File: src/rtl/wb_ctrl.sv
// rtl/wb_ctrl.sv - writeback merge of ALU and buffered LSU results, with long-op busy scoreboard
// Optional forwarding outputs are enabled by defining WB_FWD_EN.
module wb_ctrl #(
    parameter int XLEN = 32
) (
    input  logic            clk,
    input  logic            rst,
    input  logic            alu_valid,
    input  logic [4:0]      alu_rd,
    input  logic [XLEN-1:0] alu_data,
    input  logic            lsu_valid,
    output logic            lsu_ready,
    input  logic [4:0]      lsu_rd,
    input  logic [XLEN-1:0] lsu_data,
    input  logic            issue_valid,
    input  logic            issue_long,
    input  logic [4:0]      issue_rd,
    input  logic [4:0]      rs1,
    input  logic [4:0]      rs2,
    output logic            rs1_busy,
    output logic            rs2_busy,
`ifdef WB_FWD_EN
    output logic            fwd1_hit,
    output logic            fwd2_hit,
    output logic [XLEN-1:0] fwd1_data,
    output logic [XLEN-1:0] fwd2_data,
`endif
    output logic            RegWEn,
    output logic [4:0]      rd,
    output logic [XLEN-1:0] dataW
);

    logic [4:0]      fifo_rd   [2];
    logic [XLEN-1:0] fifo_data [2];
    logic            wptr;
    logic            rptr;
    logic [1:0]      count;
    logic [31:0]     busy;
    logic [31:0]     busy_nxt;

    logic            push;
    logic            pop;
    logic            sel;
    logic [4:0]      sel_rd;
    logic [XLEN-1:0] sel_data;

    // Ready is count-based: a full FIFO stays not-ready even when it pops this cycle.
    assign lsu_ready = (count < 2'd2) && rst;

    always_comb begin
        push     = lsu_valid && lsu_ready;
        pop      = !alu_valid && (count != 2'd0);
        sel      = alu_valid || (count != 2'd0);
        sel_rd   = alu_valid ? alu_rd   : fifo_rd[rptr];
        sel_data = alu_valid ? alu_data : fifo_data[rptr];

        busy_nxt = busy;
        if (pop) begin
            busy_nxt[fifo_rd[rptr]] = 1'b0;
        end
        // A re-issue to the register being retired keeps it busy.
        if (issue_valid && issue_long && (issue_rd != 5'd0)) begin
            busy_nxt[issue_rd] = 1'b1;
        end
        busy_nxt[0] = 1'b0;
    end

    always_ff @(posedge clk) begin
        if (!rst) begin
            wptr   <= 1'b0;
            rptr   <= 1'b0;
            count  <= 2'd0;
            busy   <= '0;
            RegWEn <= 1'b0;
            rd     <= '0;
            dataW  <= '0;
        end else begin
            if (push) begin
                fifo_rd[wptr]   <= lsu_rd;
                fifo_data[wptr] <= lsu_data;
                wptr            <= ~wptr;
            end
            if (pop) begin
                rptr <= ~rptr;
            end
            case ({push, pop})
                2'b10:   count <= count + 2'd1;
                2'b01:   count <= count - 2'd1;
                default: count <= count;
            endcase
            busy   <= busy_nxt;
            RegWEn <= sel && (sel_rd != 5'd0);
            if (sel) begin
                rd    <= sel_rd;
                dataW <= sel_data;
            end
        end
    end

`ifdef WB_FWD_EN
    assign fwd1_hit  = RegWEn && (rd == rs1);
    assign fwd2_hit  = RegWEn && (rd == rs2);
    assign fwd1_data = dataW;
    assign fwd2_data = dataW;
    assign rs1_busy  = busy[rs1] && !fwd1_hit;
    assign rs2_busy  = busy[rs2] && !fwd2_hit;
`else
    assign rs1_busy  = busy[rs1];
    assign rs2_busy  = busy[rs2];
`endif

endmodule

File: config.mk
export PLATFORM = sky130hd
export DESIGN_NAME = wb_ctrl
export DESIGN_NICKNAME = d
export VERILOG_FILES = /design/src/rtl/wb_ctrl.sv
export SDC_FILE = /design/constraint.sdc
export NUM_CORES = 1
export LEC_CHECK = 0
export ABC_CLOCK_PERIOD_IN_PS = 3300
export BUFFER_PORTS_ARGS = -buffer_cell sky130_fd_sc_hd__buf_4
export CAP_MARGIN = 10
export CORE_MARGIN = 10
export CORE_UTILIZATION = 57
export CTS_BUF_LIST = sky130_fd_sc_hd__clkbuf_8
export DETAILED_ROUTE_END_ITERATION = 8
export HOLD_SLACK_MARGIN = 0.05
export PLACE_DENSITY = 0.85
export SYNTH_ARGS = -nofsm -noshare
export SYNTH_HDL_FRONTEND = slang
export SYNTH_SLANG_ARGS = --single-unit
File: constraint.sdc
create_clock -name clk -period 3.3 [get_ports clk]
set_input_delay 0.66 -clock clk [delete_from_list [all_inputs] [get_ports clk]]
set_output_delay 0.66 -clock clk [all_outputs]
set_load 0.05 [all_outputs]
# Yosys cells after proc, flatten, opt, wreduce, memory -nomap -nowiden
# Memories as Yosys holds them, arrays and structs flattened. A register that Yosys moved wholly into a read port is not among the register bits.
# Index checks and enable logic that the tools add are counted.
# Widths: inputs -> output; s select.
dict set report classes {
  add_sub_neg 2
  magnitude_cmp 7
  eq_ne 2
  mux 20
  n_bitwise 5
  n_reduce_logical 14
}
# cell count
set ops {}
lappend ops {{$mux 32} 3}
lappend ops {{$and 32x32->32} 1}
lappend ops {{$not 32->32} 1}
lappend ops {{$or 32x32->32} 1}
lappend ops {{$lt 5x6->1 const B} 4}
lappend ops {{$mux 1} 11}
lappend ops {{$bmux 1 s5} 2}
lappend ops {{$demux 1 s5} 2}
lappend ops {{$ge 5x1->1 const B} 2}
lappend ops {{$reduce_bool 5->1} 2}
lappend ops {{$logic_and 1x1->1} 8}
lappend ops {{$mux 5} 1}
lappend ops {{$pmux 2 s2} 1}
lappend ops {{$reduce_bool 2->1} 2}
lappend ops {{$add 2x1->2 const B} 1}
lappend ops {{$eq 2x1->1 const B} 1}
lappend ops {{$eq 2x2->1 const B} 1}
lappend ops {{$lt 2x2->1 const B} 1}
lappend ops {{$not 1->1} 2}
lappend ops {{$sub 2x1->2 const B} 1}
lappend ops {{$logic_not 1->1} 1}
lappend ops {{$logic_or 1x1->1} 1}
dict set report totals {
  reg_bits 74
  ram_bits 74
  inputBits 95
  out_inout_bits 41
  wordCells 60
  mem_count 2
}
# name words word_bits read_ports rd_ports_with_merged_regs write_ports line
set memory_table {}
lappend memory_table {fifo_data 2 32 1 1 1 34} ;# logic [XLEN-1:0] fifo_data [2];
lappend memory_table {fifo_rd 2 5 1 1 1 33} ;# logic [4:0] fifo_rd [2];

# Depth between registers and ports, before layout
dict set report depth {
  ltp_word 9
  mapped_depth 8
  mapped_depth_nobuf 6
}

# Worst setup path after synthesis
# No wires, ideal clock.
dict set report synth_timing {
  kind {input to register}
  start {input port rst}
  end {memory fifo_data[0][0] (enable)}
  setup_ns 0.433
  arrival_ns 3.255
  t_required_ns 2.867
  slack_ns -0.388
  stages 3
  path_buffers 0
  path_cell_list {nor2b_1 nand2_1 nor2_1}
}
dict set report synth_between {
  elab_chain_cells 5
}
# element line
set synth_rtl {}
lappend synth_rtl {{start, declared} 7} ;# input logic rst,
lappend synth_rtl {{$logic_and 1x1->1} 48} ;# assign lsu_ready = (count < 2'd2) && rst;
lappend synth_rtl {{$logic_and 1x1->1} 51} ;# push = lsu_valid && lsu_ready;
lappend synth_rtl {{$mux 1} 78} ;# if (push) begin
lappend synth_rtl {{$mux 1 (*)} 69} ;# if (!rst) begin
lappend synth_rtl {{$mux 1 (not written as such) (*)} 80} ;# fifo_data[wptr] <= lsu_data;
lappend synth_rtl {{end, declared} 34}
# Every way passes the cells marked *; elsewhere a longest branch is shown, timed or not.

# Worst setup path in the final report
dict set report layout_timing {
  start {input port rs2[1]}
  end {output port rs2_busy}
}
dict set report layout_between {
  elab_chain_cells 2
}
# element line
set layout_rtl {}
lappend layout_rtl {{start, declared} 19} ;# input logic [4:0] rs2,
lappend layout_rtl {{$bmux 1 s5} 109} ;# assign rs2_busy = busy[rs2];
lappend layout_rtl {{$mux 1 (not written as such)} 109}
lappend layout_rtl {{end, declared} 21} ;# output logic rs2_busy,
# Every way passes these cells. The select of a mux whose other input is x is not followed.

==> results.txt <==
Die area = 16200 um^2
Capturing element type of the critical path = output pin
Most frequent cells in the layout = 140 x buf_4, 79 x nand2_1, 74 x edfxtp_1
DPL Wire Length = 12.7 mm
Pleak = 2.92 nW
Asr flop ratio synth = 0%
Via count = 4980
Fin area = 7970 um^2
CTS resizes = 0
Total Nets Final = 779
Worst skew pair latency = 0.44 ns
CTS tree = built
Post-Syn Instances = 558
Initial Util = 57.9%
Setup CP Type = input port to output pin
Setup TNS Final = 0 ns
CP max FO = 10
Crit path cell chain = buf_4, mux4_2, nand2b_1, o2111ai_1, nand4_1, buf_4
Worst Path Required = 2.64 ns
H-tree Lvls = 4
Area growth syn-to-layout = 21.7%
Clk_skew = 0.0118 ns
Antenna violations before repair = 0
Min-Delay Path Depth = 1
Synthesized flop and latch total = 148
Reg2reg path depth = 4
Post-synth EDFFs = 74
MaxCap Viol Count = 0
Crit path capture = rs2_busy
Die height = 127 um
CP Launch Point = rs2[1]
Share of post-route cells with drive strength above 1 = 29.7%
Slowest Stage Delay on Critical Path = 0.51 ns
Clk sinks = 148
Clk buf depth = 2
Min-delay worst type = input port to flip-flop
Largest net degree at the start of global routing = 75
Core region area = 11300 um^2
CP dominant cell by count = buf_4
Warnings from Yosys = 0
Register area share after synthesis = 56.5%
Top delay family on crit path = multiplexers
CP Launch Type = input port
DRC viols = 0
Total routed wirelength = 17.4 mm
First-pass DRT Iterations = 9
Primary FF master, synth = edfxtp_1
Port buffer count = 135
CTS Hold Bufs = 0
Min cycle time layout = 2.60 ns
Drt wl/cell = 20.8 um
Pins over their slew limit = 0
Die X = 127 um
Worst path depth = 6
Cell Rows = 39
Tot Pwr = 0.00494 W
Peak Freq = 0.384 GHz
Clock transition at path regs = 0.09 ns
GRT overflow = 0
Setup slack after layout = 0.695 ns
Antenna fix cells = 0
Setup bufs post-CTS = 0
CTS Buf Count = 17
Vias in the first global route = 5085
Slowest CP cell = mux4_2
Final Hold Viols = 0
CP Buf/Inv Count = 2
IO Count = 136
DRT iter0 DRCs = 423
Part of the cycle the worst path needs = 78.9%
Global-route wire length before repair = 27.3 mm
Area of placed instances = 7600 um^2
Worst Tran Pin Value = 0.888 ns
Finish-stage setup viols = 0
RSZ-0062 raised after global routing = false
Rel. slew slack = 40.8%
Root Driver = clkbuf_8
Arrival time at the worst endpoint = 1.94 ns
Distinct cells, synth = 47
GRT Resource Usage Total = 21.3%
Net count after synthesis = 654
Maximum vdd drop = 0.479 mV
Post-Syn Area = 6550 um^2
Most common cell after layout, fill and taps aside = buf_4
Pwr/cell area = 619 nW/um^2
Register-to-register setup slack = 1.18 ns
RD Place Congestion = 0.938
Status = finished, final reports clean
Via density = 5.94
Routed Antenna Nets = 0
Worst R2R End = busy[10]$_SDFF_PN0_
Mapped Avg Cell Area = 11.7 um^2
Setup WS pre-CTS = 0.698 ns
[state kept, by name, indices dropped and copies added (netlist names), named ones only]
name and cells:
fifo_data 64, dataW 32, busy 31, fifo_rd 10
rd 5, count 2, RegWEn 1, rptr 1
wptr 1
[report_power, final]
| group | internal [W] | switching, W |
|---|---|---|
| registers | 0.00210 | 0.000127 |
| clock network | 0.000598 | 0.000694 |
| logic | 0.000524 | 0.000887 |
| total | 0.00323 | 0.00171 |
[how the worst min path moves through the flow]
stage,startpoint,end
after floorplan,busy[21]$_SDFF_PN0_,busy[21]$_SDFF_PN0_
after global routing,lsu_data[13],fifo_data[0][13]$_DFFE_PP_
after global placement,dataW[29]$_SDFFE_PN0P_,dataW[29]$_SDFFE_PN0P_
after CTS,lsu_data[31],fifo_data[0][31]$_DFFE_PP_
final,lsu_data[20],fifo_data[1][20]$_DFFE_PP_
after detailed placement,rd[1]$_SDFFE_PN0P_,rd[1]$_SDFFE_PN0P_
[cells in the mapped netlist (all sizes together), types with 2 or more instances]
master	n	share of area (%)
o21ai	32	2.4
o2111ai	2	0.27
and3	3	0.29
buf	24	2.4
nand2	79	4.5
or3	6	0.57
mux2	17	2.9
xnor2	3	0.40
o211ai	24	2.8
nor3b	3	0.34
a211oi	2	0.23
a222oi	14	2.1
nor2b	24	2.3
nand2b	4	0.38
a21boi	54	6.2
clkbuf	10	0.57
a21oi	7	0.53
inv	4	0.23
edfxtp	74	34
nor3	2	0.23
nor2	10	0.57
a22oi	4	0.46
dfxtp	74	23
nand3b	4	0.46
mux2i	41	6.8
mux4	6	2.1
nand3	18	1.7
nand4	2	0.19
and2	4	0.38
[worst reg2reg max path: stages, from the launching register on]
cell      delay, ns
dfxtp_2        0.67
mux2i_1        0.54
nand3b_1       0.42
o21ai_0        0.26
a21boi_0       0.12
[metrics by stage]
stage                     hold slack (ns)  instances  utilization, %
after detailed placement            0.458        807            67.2
after floorplan                     0.459        558               -
after global routing                0.375        839            70.4
after CTS                           0.383        839            70.4
final                               0.402        839            70.4
after global placement              0.450        807            67.2
[final cells by class]
class / instances / area, um^2
tap: 143 / 179
inverter: 4 / 15.0
timing repair buffer: 140 / 1050
clock inverter: 15 / 135
clock buffer: 17 / 234
sequential: 148 / 3700
fill: 851 / 3350
multi-input combinational: 372 / 2650
[logic make-up after synthesis]
logic type / count (synthesis) / share of synthesized area [%]
simple gates: 161 / 12.1
compound gates: 143 / 15.7
mux: 64 / 11.8
fa+ha+maj: 1 / 0.191
flops: 148 / 56.5
xor+xnor: 3 / 0.401
buf+inv: 38 / 3.19
[layer usage]
metal / vias to the layer above / part of all wire, % / routed length, um / global-route usage, %
met5: - / 0 / 0 / 0
met4: 0 / 2.1 / 369 / 6.70
met3: 36 / 8.2 / 1430 / 7.78
met2: 213 / 51 / 8860 / 36.4
met1: 2397 / 39 / 6770 / 24.3
li1: 2334 / - / - / -
Note: power is estimated with default switching activity, not from simulation.
